## config.mk

```make
export PLATFORM = sky130hd
export DESIGN_NAME = pwm_capture
export DESIGN_NICKNAME = d
export VERILOG_FILES = /design/src/rtl/pwm_capture.sv
export SDC_FILE = /design/constraint.sdc
export NUM_CORES = 1
export LEC_CHECK = 0
export CAP_MARGIN = 20
export CORE_ASPECT_RATIO = 1.2
export CORE_UTILIZATION = 30
export DETAILED_ROUTE_END_ITERATION = 10
export PLACE_DENSITY_LB_ADDON = 0.05
export SLEW_MARGIN = 40
export SYNTH_ARGS = -nofsm -noshare
export SYNTH_HDL_FRONTEND = slang
export SYNTH_SLANG_ARGS = --single-unit
```

## constraint.sdc

```tcl
create_clock -name i_clk -period 7.98 [get_ports i_clk]
set_input_delay 1.596 -clock i_clk [delete_from_list [all_inputs] [get_ports i_clk]]
set_output_delay 1.596 -clock i_clk [all_outputs]
set_load 0.05 [all_outputs]
```

## src/rtl/pwm_capture.sv

```systemverilog
// Measures high time and rise-to-rise period of a (possibly asynchronous) PWM input.
// Latency: edge seen SYNC_STAGES+1 cycles after i_pwm moves; results published one cycle after the closing rise.
// Backpressure: none; o_valid is a single-cycle pulse and outputs hold until the next publish.
module pwm_capture #(
  parameter int CNT_W       = 16,
  parameter int SYNC_STAGES = 2   // must be >= 2
) (
  input  logic             i_clk,
  input  logic             i_rst_n,
  input  logic             i_enable,
  input  logic             i_pwm,
  output logic [CNT_W-1:0] o_high_cnt,
  output logic [CNT_W-1:0] o_period_cnt,
  output logic             o_valid,
  output logic             o_timeout,
  output logic             o_level
);

  localparam logic [CNT_W-1:0] CNT_MAX = '1;
  localparam logic [CNT_W-1:0] CNT_ONE = {{(CNT_W-1){1'b0}}, 1'b1};

  typedef enum logic [1:0] {
    ST_IDLE = 2'd0,
    ST_ARM  = 2'd1,
    ST_HIGH = 2'd2,
    ST_LOW  = 2'd3
  } state_t;

  // Reset release synchronizer: assertion is immediate, release is aligned to i_clk.
  logic [1:0] rst_sync_q;
  logic [1:0] rst_sync_d;
  logic       rst_n_int;

  // Input synchronizer, edge-detect delay flop, FSM, counters and registered outputs.
  logic [SYNC_STAGES-1:0] pwm_sync_q, pwm_sync_d;
  logic                   s_d_q, s_d_d;
  state_t                 state_q, state_d;
  logic [CNT_W-1:0]       per_cnt_q, per_cnt_d;
  logic [CNT_W-1:0]       hi_cnt_q, hi_cnt_d;
  logic [CNT_W-1:0]       hi_shadow_q, hi_shadow_d;
  logic [CNT_W-1:0]       high_cnt_q, high_cnt_d;
  logic [CNT_W-1:0]       period_cnt_q, period_cnt_d;
  logic                   valid_q, valid_d;
  logic                   timeout_q, timeout_d;

  logic                   pwm_s;
  logic                   rise;
  logic                   fall;
  logic                   per_sat;
  logic [CNT_W-1:0]       per_inc;
  logic [CNT_W-1:0]       hi_inc;

  // Shift a constant 1 through the reset synchronizer once i_rst_n is released.
  always_comb begin
    rst_sync_d = {rst_sync_q[0], 1'b1};
  end

  // Reset synchronizer flops; cleared asynchronously by the raw reset.
  always_ff @(posedge i_clk or negedge i_rst_n) begin
    if (!i_rst_n) begin
      rst_sync_q <= '0;
    end else begin
      rst_sync_q <= rst_sync_d;
    end
  end

  assign rst_n_int = rst_sync_q[1];

  // Edge detection and saturating increments shared by every state.
  always_comb begin
    pwm_s   = pwm_sync_q[SYNC_STAGES-1];
    rise    = pwm_s & ~s_d_q;
    fall    = ~pwm_s & s_d_q;
    per_sat = (per_cnt_q == CNT_MAX);
    per_inc = per_sat ? per_cnt_q : per_cnt_q + CNT_ONE;
    hi_inc  = (hi_cnt_q == CNT_MAX) ? hi_cnt_q : hi_cnt_q + CNT_ONE;
  end

  // Next-state logic: measurement FSM, counters and publish of completed periods.
  // ARM keeps the counters at zero: anything before the first rise is a partial
  // period and is thrown away, so a valid always needs two observed rises.
  always_comb begin
    pwm_sync_d   = {pwm_sync_q[SYNC_STAGES-2:0], i_pwm};
    s_d_d        = pwm_s;
    state_d      = state_q;
    per_cnt_d    = per_cnt_q;
    hi_cnt_d     = hi_cnt_q;
    hi_shadow_d  = hi_shadow_q;
    high_cnt_d   = high_cnt_q;
    period_cnt_d = period_cnt_q;
    valid_d      = 1'b0;
    timeout_d    = timeout_q;

    if (!i_enable) begin
      // Disabling abandons the current measurement; published values and timeout hold.
      state_d   = ST_IDLE;
      per_cnt_d = '0;
      hi_cnt_d  = '0;
    end else begin
      case (state_q)
        ST_IDLE: begin
          state_d   = ST_ARM;
          per_cnt_d = '0;
          hi_cnt_d  = '0;
        end

        ST_ARM: begin
          if (rise) begin
            state_d   = ST_HIGH;
            per_cnt_d = CNT_ONE;
            hi_cnt_d  = CNT_ONE;
          end
        end

        ST_HIGH: begin
          if (fall) begin
            // High time is final here; keep it until the closing rise publishes it.
            state_d     = ST_LOW;
            hi_shadow_d = hi_cnt_q;
            per_cnt_d   = per_inc;
          end else if (per_sat) begin
            // Line stuck high: give up on this period and flag it.
            state_d   = ST_ARM;
            timeout_d = 1'b1;
            per_cnt_d = '0;
            hi_cnt_d  = '0;
          end else begin
            per_cnt_d = per_inc;
            hi_cnt_d  = hi_inc;
          end
        end

        ST_LOW: begin
          if (rise) begin
            // Rise is checked before saturation so a period of exactly CNT_MAX still publishes.
            state_d      = ST_HIGH;
            per_cnt_d    = CNT_ONE;
            hi_cnt_d     = CNT_ONE;
            period_cnt_d = per_cnt_q;
            high_cnt_d   = hi_shadow_q;
            valid_d      = 1'b1;
            timeout_d    = 1'b0;
          end else if (per_sat) begin
            // Line stuck low: give up on this period and flag it.
            state_d   = ST_ARM;
            timeout_d = 1'b1;
            per_cnt_d = '0;
            hi_cnt_d  = '0;
          end else begin
            per_cnt_d = per_inc;
          end
        end

        default: begin
          state_d   = ST_IDLE;
          per_cnt_d = '0;
          hi_cnt_d  = '0;
        end
      endcase
    end
  end

  // State and output registers; everything clears on reset.
  always_ff @(posedge i_clk or negedge rst_n_int) begin
    if (!rst_n_int) begin
      pwm_sync_q   <= '0;
      s_d_q        <= 1'b0;
      state_q      <= ST_IDLE;
      per_cnt_q    <= '0;
      hi_cnt_q     <= '0;
      hi_shadow_q  <= '0;
      high_cnt_q   <= '0;
      period_cnt_q <= '0;
      valid_q      <= 1'b0;
      timeout_q    <= 1'b0;
    end else begin
      pwm_sync_q   <= pwm_sync_d;
      s_d_q        <= s_d_d;
      state_q      <= state_d;
      per_cnt_q    <= per_cnt_d;
      hi_cnt_q     <= hi_cnt_d;
      hi_shadow_q  <= hi_shadow_d;
      high_cnt_q   <= high_cnt_d;
      period_cnt_q <= period_cnt_d;
      valid_q      <= valid_d;
      timeout_q    <= timeout_d;
    end
  end

  assign o_high_cnt   = high_cnt_q;
  assign o_period_cnt = period_cnt_q;
  assign o_valid      = valid_q;
  assign o_timeout    = timeout_q;
  assign o_level      = pwm_sync_q[SYNC_STAGES-1];

endmodule

```

==> results of run 1 <==
[logic make-up (layout without fill, tap and decap cells)]
group / Yosys count / after routing
AO/OA/AOI/OAI: 54 / 54
XOR/XNOR: 15 / 15
adder cells (fa/ha/maj): 3 / 3
buffers and inverters: 18 / 61
flip-flops: 89 / 89
multiplexers: 48 / 48
other: 1 / 1
AND/OR/NAND/NOR: 113 / 113
[worst min path at each step]
stage                        startpoint         endpoint  depth (start not counted)
after detailed placement  rst_sync_q[0]    rst_sync_q[1]                          0
after floorplan           pwm_sync_q[0]    pwm_sync_q[1]                          0
after CTS                 rst_sync_q[0]    rst_sync_q[1]                          0
after global routing      rst_sync_q[0]    rst_sync_q[1]                          0
after global placement    rst_sync_q[0]    rst_sync_q[1]                          0
final                     rst_sync_q[1]  o_period_cnt[1]                          0
[per-layer routing]
layer / share of wire / track usage
met1: 0.43 / 0.159
met3: 0.023 / 0.0250
met5: 0 / 0
met4: 0.017 / 0.0709
met2: 0.53 / 0.238
[synth_stat cells (all sizes together), types with 5 or more instances]
master and count:
nor3 11, xor2 11, a21oi 9, buf 7, nor2 30, clkbuf 6
o31ai 5, and3 9, nand4 5, inv 5, mux2 48, nand2 21
o21ai 19, dfrtp 89, nand3 15
[registers in the layout, summed over array words and instances (netlist names)]
register / count
o_period_cnt: 16
hi_shadow_q: 16
o_valid: 1
pwm_sync_q: 2
hi_cnt_q: 16
s_d_q: 1
state_q: 2
o_timeout: 1
per_cnt_q: 16
o_high_cnt: 16
rst_sync_q: 2
[worst max-delay path, cell delays in order]
cell	delay (ps)
clkdlybuf4s50_1	620
nand2_1	310
nor2_1	120
o21ai_2	120
a21boi_4	600
o22ai_1	140
a21bo_2	240
[through the flow]
| stage | instance area [um^2] | total power [mW] | utilization |
|---|---|---|---|
| 2_1_floorplan | 3940 | 0.493 | - |
| 3_3_place_gp | 4500 | 0.506 | 0.354 |
| 3_5_place_dp | 4540 | 0.507 | 0.357 |
| 4_1_cts | 4850 | 0.961 | 0.381 |
| 5_1_grt | 4850 | 0.979 | 0.381 |
| 6_report | 4850 | 0.944 | 0.381 |
[power by group]
group / switching, mW / total (mW) / leakage [nW] / internal [mW]
Sequential: 0.00886 / 0.464 / 1.23 / 0.455
Clock: 0.176 / 0.447 / 0.148 / 0.271
Combinational: 0.0230 / 0.0330 / 0.723 / 0.0101
Total: 0.207 / 0.944 / 2.10 / 0.736
[placed cells by master (no fill, tap or decap), types with 2 or more instances in the layout]
master            n
xnor2_1           4
o211ai_1          4
bufinv_16         2
inv_1             5
a21boi_0          3
a31oi_1           3
nor3_1           10
clkbuf_16         9
or3_1             4
o21ai_0          17
nor4_1            2
a211oi_1          2
and2_1            2
nor2b_1           4
clkdlybuf4s50_1  38
nand3_1          15
buf_4             2
mux2_2           48
a21oi_1           9
and3_1            9
nor2_1           28
nand2_1          21
xor2_1           11
ha_1              3
nand2b_1          4
o31ai_1           5
dfrtp_1          88
nand4_1           4
buf_8             2
[final cells by class]
| type | count | area, um^2 |
|---|---|---|
| repair buffers | 42 | 425 |
| clock inverters | 5 | 81.3 |
| clock buffers | 9 | 225 |
| well taps | 164 | 205 |
| flip-flops and latches | 89 | 2230 |
| fillers | 1287 | 7870 |
| inverters | 5 | 18.8 |
| multi-input cells | 234 | 1670 |
==> flow_metrics.tcl, run 1 <==
set metrics [dict create \
    hold_buffers 0 \
    dp_hpwl_mm 5.83 \
    nets 388 \
    first_iter_violations 123 \
    worst_setup_path_end_kind "register" \
    core-area_um2 12700 \
    post_cts_buffers 0 \
    clock.fmax_mhz 283 \
    die_x_um 107 \
    io_buffers 38 \
    worstMarginPinSlew_ps 752 \
    ir_worst_vdd_uv 73.1 \
    ant_nets 0 \
    grt_pass1_wl_mm 14.3 \
    die_h_um 128 \
    wirelength_mm 8.60 \
    finalHoldViolCount 0 \
    period_share 0.442 \
    synth_fa_ha_area_frac 0.00952 \
    synth_compound_area_frac 0.0914 \
    synth_area_um2 3940 \
    drive_above_1_share 0.201 \
    crit_path_start "i_enable" \
    clock_latency_ps 340 \
    cts-root-buf "clkbuf_16" \
    synth-simple-area-share 0.144 \
    synth_top_area_frac 0.565 \
    synth_ff_type "dfrtp_1" \
    numCtsBuffers 9 \
    r2r-end "per_cnt_q[5]" \
    syn_nets 348 \
    finalWorstSetupSlack_ps 4450 \
    maxSlewHeadroom 0.496 \
    htree_levels 3 \
    die_area_um2 13600 \
    synth_top_family_by_area "simple AND/OR/NAND/NOR gates" \
    yosysSeqAreaShare 0.565 \
    rr_worst_depth 6 \
    hold_ws_ps 327 \
    synth_seq_cells 89 \
    power_leakage_nw 2.10 \
    fp-row-count 45 \
    syn_inst 341 \
    timing.rr.start "per_cnt_q[4]" \
    grtUsageTotal 0.137 \
    cts_tree "yes" \
    syn_area_per_cell_um2 11.6 \
    maxSlewViolCount 0 \
    finalSetupViolCount 0 \
    grt_start_max_net_pins 47 \
    hold_path_class "reg2async" \
    fin_skew_ps 6.12 \
    worstPathArrival_ps 3760 \
    vias 2692 \
    crit_type "in2reg" \
    dp_slack_ps 4090 \
    antenna_cells 0 \
    layoutNonFillerInstCount 548 \
    syn2layout_area_growth_pct 23.1 \
    wire_per_inst_um 15.7 \
    cts_sinks 89 \
    dp_cells 534 \
    cts_resized 0 \
    maxCapViolCount 0 \
    ios 39 \
    setup-tns-final_ps 0 \
    r2r_slack_ps 5280 \
    synth_top_area_cell "dfrtp_1" \
    muxShareOfSynthArea 0.137 \
    p_per_area_nw_per_um2 194 \
    start_util 0.310 \
    gp_congestion 0.794 \
    ys_warn_count 0 \
    outcome "complete, no violations" \
    min_period_ps 3530 \
    rsz0062_at_grt "no" \
    drc 0 \
    clkTransAtPathRegs_ps 60 \
    grt_overflow 0 \
    viasPerCell 4.91 \
    synth_edf_count 0 \
    synthTopCellsByArea "dfrtp_1, mux2_2, nor2_1" \
    synthArstFlopShare 1.00 \
    synth_xor_area_frac 0.0333 \
    crit_required_ps 8210 \
    grt_pass1_vias 2818 \
    crit_path_end "per_cnt_q[5]" \
    critPathLaunchType "primary input" \
    drt_first_pass_iters 4 \
    yosysUniqueCellTypes 46 \
    crit_fanout 22 \
    antenna_found_initial 0 \
    cts_buffer_depth 2 \
]
Power figures use the tool's default switching activity.
==> run 2, diff against run 1 <==
==> constraint.sdc (replaced) <==
create_clock -name i_clk -period 2.9 [get_ports i_clk]
set_input_delay 0.58 -clock i_clk [delete_from_list [all_inputs] [get_ports i_clk]]
set_output_delay 0.58 -clock i_clk [all_outputs]
set_load 0.05 [all_outputs]
==> flow_metrics.tcl, run 2 (same netlist as run 1, synthesis figures left out) <==
set metrics [dict create \
    outcome "complete, no violations" \
    first_iter_violations 109 \
    hold_buffers 0 \
    die_x_um 107 \
    dp_slack_ps 411 \
    clkTransAtPathRegs_ps 70 \
    maxSlewHeadroom 0.553 \
    crit_type "reg2reg" \
    cts_sinks 89 \
    io_buffers 38 \
    drt_first_pass_iters 6 \
    min_period_ps 2420 \
    rr_worst_depth 6 \
    clock_latency_ps 340 \
    antenna_cells 0 \
    clock.fmax_mhz 413 \
    wirelength_mm 8.75 \
    ant_nets 0 \
    drc 0 \
    finalHoldViolCount 0 \
    ios 39 \
    grt_overflow 0 \
    antenna_found_initial 0 \
    die_area_um2 13600 \
    htree_levels 3 \
    p_per_area_nw_per_um2 503 \
    critPathLaunchType "register" \
    cts_buffer_depth 2 \
    worstPathArrival_ps 2670 \
    core-area_um2 12700 \
    grt_pass1_wl_mm 14.8 \
    cts_tree "yes" \
    setup-tns-final_ps 0 \
    dp_hpwl_mm 6.07 \
    grt_pass1_vias 2920 \
    grtUsageTotal 0.144 \
    vias 2774 \
    finalWorstSetupSlack_ps 476 \
    start_util 0.310 \
    layout_common_cells "dfrtp_1, mux2_2, clkdlybuf4s50_1" \
    cts-root-buf "clkbuf_16" \
    syn2layout_area_growth_pct 25.7 \
    finalSetupViolCount 0 \
    ir_worst_vdd_uv 216 \
    gp_congestion 0.791 \
    crit_required_ps 3140 \
    drive_above_1_share 0.238 \
    r2r_slack_ps 480 \
    timing.rr.start "per_cnt_q[8]" \
    cts_resized 0 \
    layoutNonFillerInstCount 568 \
    hold_path_class "reg2async" \
    worst_setup_path_end_kind "register" \
    maxCapViolCount 0 \
    power_leakage_nw 2.17 \
    numCtsBuffers 9 \
    worstMarginPinSlew_ps 669 \
    rsz0062_at_grt "no" \
    wire_per_inst_um 15.4 \
    crit_fanout 22 \
    viasPerCell 4.88 \
    nets 406 \
    maxSlewViolCount 0 \
    die_h_um 128 \
    fp-row-count 45 \
    dp_cells 552 \
    grt_start_max_net_pins 56 \
    period_share 0.836 \
    r2r-end "per_cnt_q[5]" \
    mostFrequentLayoutCell "dfrtp_1" \
    post_cts_buffers 0 \
    fin_skew_ps 8.98 \
]
[run 2: cell types whose count changed in the layout (fill, tap and decap cells not counted), sizes merged]
cell	change
buf	+18
clkinvlp	+3
bufinv	-2
clkbuf	+1
clkinv	+1
inv	-1
[run 2: final cells by class]
class	count	area, um^2
clock inverters	6	43.8
fillers	1305	7770
repair buffers	60	558
flip-flops and latches	89	2230
multi-input cells	234	1660
well taps	164	205
clock buffers	10	239
inverters	5	18.8
[run 2: report_power, final]
group	switching, mW	total (mW)	leakage (nW)	internal (mW)
logic	0.0663	0.100	0.813	0.0341
clock network	0.513	1.12	0.127	0.604
registers	0.0222	1.27	1.23	1.25
total	0.601	2.49	2.17	1.89
[run 2: how the worst max path moves through the flow]
stage,start,endpoint,slack (ps),cells after the start
final,per_cnt_q[8],per_cnt_q[5],480,6
after global routing,per_cnt_q[1],per_cnt_q[5],250,7
after CTS,per_cnt_q[8],per_cnt_q[5],430,6
after detailed placement,i_enable,per_cnt_q[13],410,6
after global placement,i_enable,per_cnt_q[5],180,7
after floorplan,rst_sync_q[1],hi_cnt_q[0],240,0
[run 2: layer usage]
| metal | up-vias | wire length (um) | global-route usage | part of all wire |
|---|---|---|---|---|
| met5 | - | 0 | 0 | 0 |
| met4 | 0 | 214 | 0.0741 | 0.024 |
| met3 | 16 | 176 | 0.0260 | 0.020 |
| met2 | 35 | 4560 | 0.249 | 0.52 |
| met1 | 1381 | 3800 | 0.169 | 0.43 |
| li1 | 1342 | - | - | - |
[run 2: per-stage QoR]
stage | hold WS [ps] | instance area (um^2) | total power [mW] | util
5_1_grt | 336 | 4960 | 2.59 | 0.389
2_1_floorplan | 284 | 3940 | 1.36 | -
4_1_cts | 315 | 4960 | 2.53 | 0.389
3_5_place_dp | 310 | 4670 | 1.40 | 0.367
3_3_place_gp | 307 | 4670 | 1.40 | 0.367
6_report | 286 | 4960 | 2.49 | 0.389
[run 2: worst max-delay path, stage by stage, from the launching register on]
cell,delay (ps)
dfrtp_1,450
nand4_1,210
or4_4,540
o21ai_2,140
a21boi_4,590
o22ai_1,150
a21bo_2,240
==> run 3, diff against run 2 <==
==> constraint.sdc (replaced) <==
create_clock -name i_clk -period 2.4 [get_ports i_clk]
set_input_delay 0.48 -clock i_clk [delete_from_list [all_inputs] [get_ports i_clk]]
set_output_delay 0.48 -clock i_clk [all_outputs]
set_load 0.05 [all_outputs]
==> flow_metrics.tcl, run 3 (same netlist as run 1, synthesis figures left out) <==
set metrics [dict create \
    routed.top_layer "met4" \
    numCtsBuffers 9 \
    dr_wl_met3_um 213 \
    maxCapViolCount 0 \
    maxSlewViolCount 0 \
    place_area_um2 4720 \
    grtUsageTotal 0.142 \
    layoutNonFillerInstCount 572 \
    die_area_um2 13600 \
    intPower_mw 2.47 \
    finalWorstSetupSlack_ps 168 \
    pwr-share-comb 0.043 \
    layout_common_cells "dfrtp_1, mux2_2, clkdlybuf4s50_1" \
    vias 2778 \
    worst_setup_path_end_kind "register" \
    hold_buffers 0 \
    die_x_um 107 \
    wire_per_inst_um 15.3 \
    grt_pass1_wl_mm 14.8 \
    crit_required_ps 2670 \
    wl_met1_mm 3.85 \
    total_power_mw 3.18 \
    drc 0 \
    route.met2.wl_mm 4.56 \
    io_buffers 38 \
    min_period_ps 2230 \
    crit_path_end "hi_cnt_q[15]" \
    worstMarginPinSlew_ps 499 \
    core-area_um2 12700 \
    num-fill-cells 1294 \
    crit_fanout 14 \
    dp_cells 556 \
    setup-tns-final_ps 0 \
    critPathLaunchType "register" \
    grt_pass1_vias 2862 \
    finalSetupViolCount 0 \
    fin_skew_ps 6.38 \
    antenna_cells 0 \
    p_per_area_nw_per_um2 631 \
    power_frac_seq 0.481 \
    worstPathArrival_ps 2500 \
    wirelength_mm 8.78 \
    outcome "complete, no violations" \
    timing.rr.start "per_cnt_q[1]" \
    crit_path_start "per_cnt_q[1]" \
    power_switching_share 0.224 \
    nets 410 \
    cts_sinks 89 \
    gp_congestion 0.843 \
    power_leakage_nw 2.21 \
    ir_worst_vdd_uv 392 \
    viasPerCell 4.86 \
    syn2layout_area_growth_pct 27.9 \
    fp-row-count 45 \
    grt_start_max_net_pins 88 \
    maxSlewHeadroom 0.666 \
    die_h_um 128 \
    dp_slack_ps 72.7 \
    mostFrequentLayoutCell "dfrtp_1" \
    dp_hpwl_mm 5.99 \
    period_share 0.930 \
    final_area_um2 5040 \
    crit_type "reg2reg" \
    clock_latency_ps 340 \
    rr_worst_depth 7 \
    first_iter_violations 97 \
    cts_tree "yes" \
    finalHoldViolCount 0 \
    power_switching_uw 712 \
    hold_path_class "in2async" \
    p_clk_frac 0.476 \
    clock.fmax_mhz 448 \
    drive_above_1_share 0.245 \
    rsz0062_at_grt "no" \
    post_cts_buffers 0 \
    r2r_slack_ps 170 \
    ant_nets 0 \
    start_util 0.310 \
    r2r-end "hi_cnt_q[15]" \
    antenna_found_initial 0 \
    drt_first_pass_iters 4 \
    cts-root-buf "clkbuf_16" \
    cts_buffer_depth 2 \
    clkTransAtPathRegs_ps 60 \
    htree_levels 3 \
    grt_overflow 0 \
    cts_resized 0 \
    ios 39 \
]
-- run 3: critical path, cell delays in order, from the launching register on --
cell and delay (ps):
dfrtp_1 400, ha_1 210, nand3_1 110, or4_4 500
o21ai_4 180, nor2_2 120, or4_1 480, a21oi_1 140
-- run 3: power by group through the flow --
stage	Sequential (mW)	Combinational (mW)	Clock (mW)
floorplan	1.58	0.0630	0
detailed placement	1.56	0.141	0
global placement	1.56	0.141	0
finish	1.53	0.137	1.52
CTS	1.53	0.141	1.57
global route	1.53	0.155	1.63
-- run 3: per-layer routing --
metal / vias to the layer above / GRT usage
met5: - / 0
met4: 0 / 0.0629
met3: 9 / 0.0311
met2: 37 / 0.238
met1: 1388 / 0.174
li1: 1344 / -
-- run 3: how the worst min path moves through the flow --
stage | to | slack (ps) | cells after the start | start
finish | rst_sync_q[1] | 290 | 1 | i_rst_n
global route | rst_sync_q[1] | 290 | 1 | i_rst_n
CTS | rst_sync_q[1] | 280 | 1 | i_rst_n
detailed placement | pwm_sync_q[1] | 340 | 0 | pwm_sync_q[0]
global placement | pwm_sync_q[1] | 330 | 0 | pwm_sync_q[0]
floorplan | rst_sync_q[0] | 180 | 0 | i_rst_n
-- run 3: final cells by class --
cell class / instances / area [um^2] / area share
clock inverters: 7 / 95.1 / 0.0189
flip-flops and latches: 89 / 2230 / 0.443
inverters: 5 / 18.8 / 0.00372
clock buffers: 9 / 225 / 0.0447
repair buffers: 64 / 613 / 0.122
multi-input cells: 234 / 1650 / 0.328
well taps: 164 / 205 / 0.0407
-- run 3: through the flow --
stage | hold slack [ps] | util
floorplan | 184 | -
CTS | 283 | 0.396
global route | 292 | 0.396
detailed placement | 339 | 0.371
global placement | 333 | 0.371
finish | 292 | 0.396
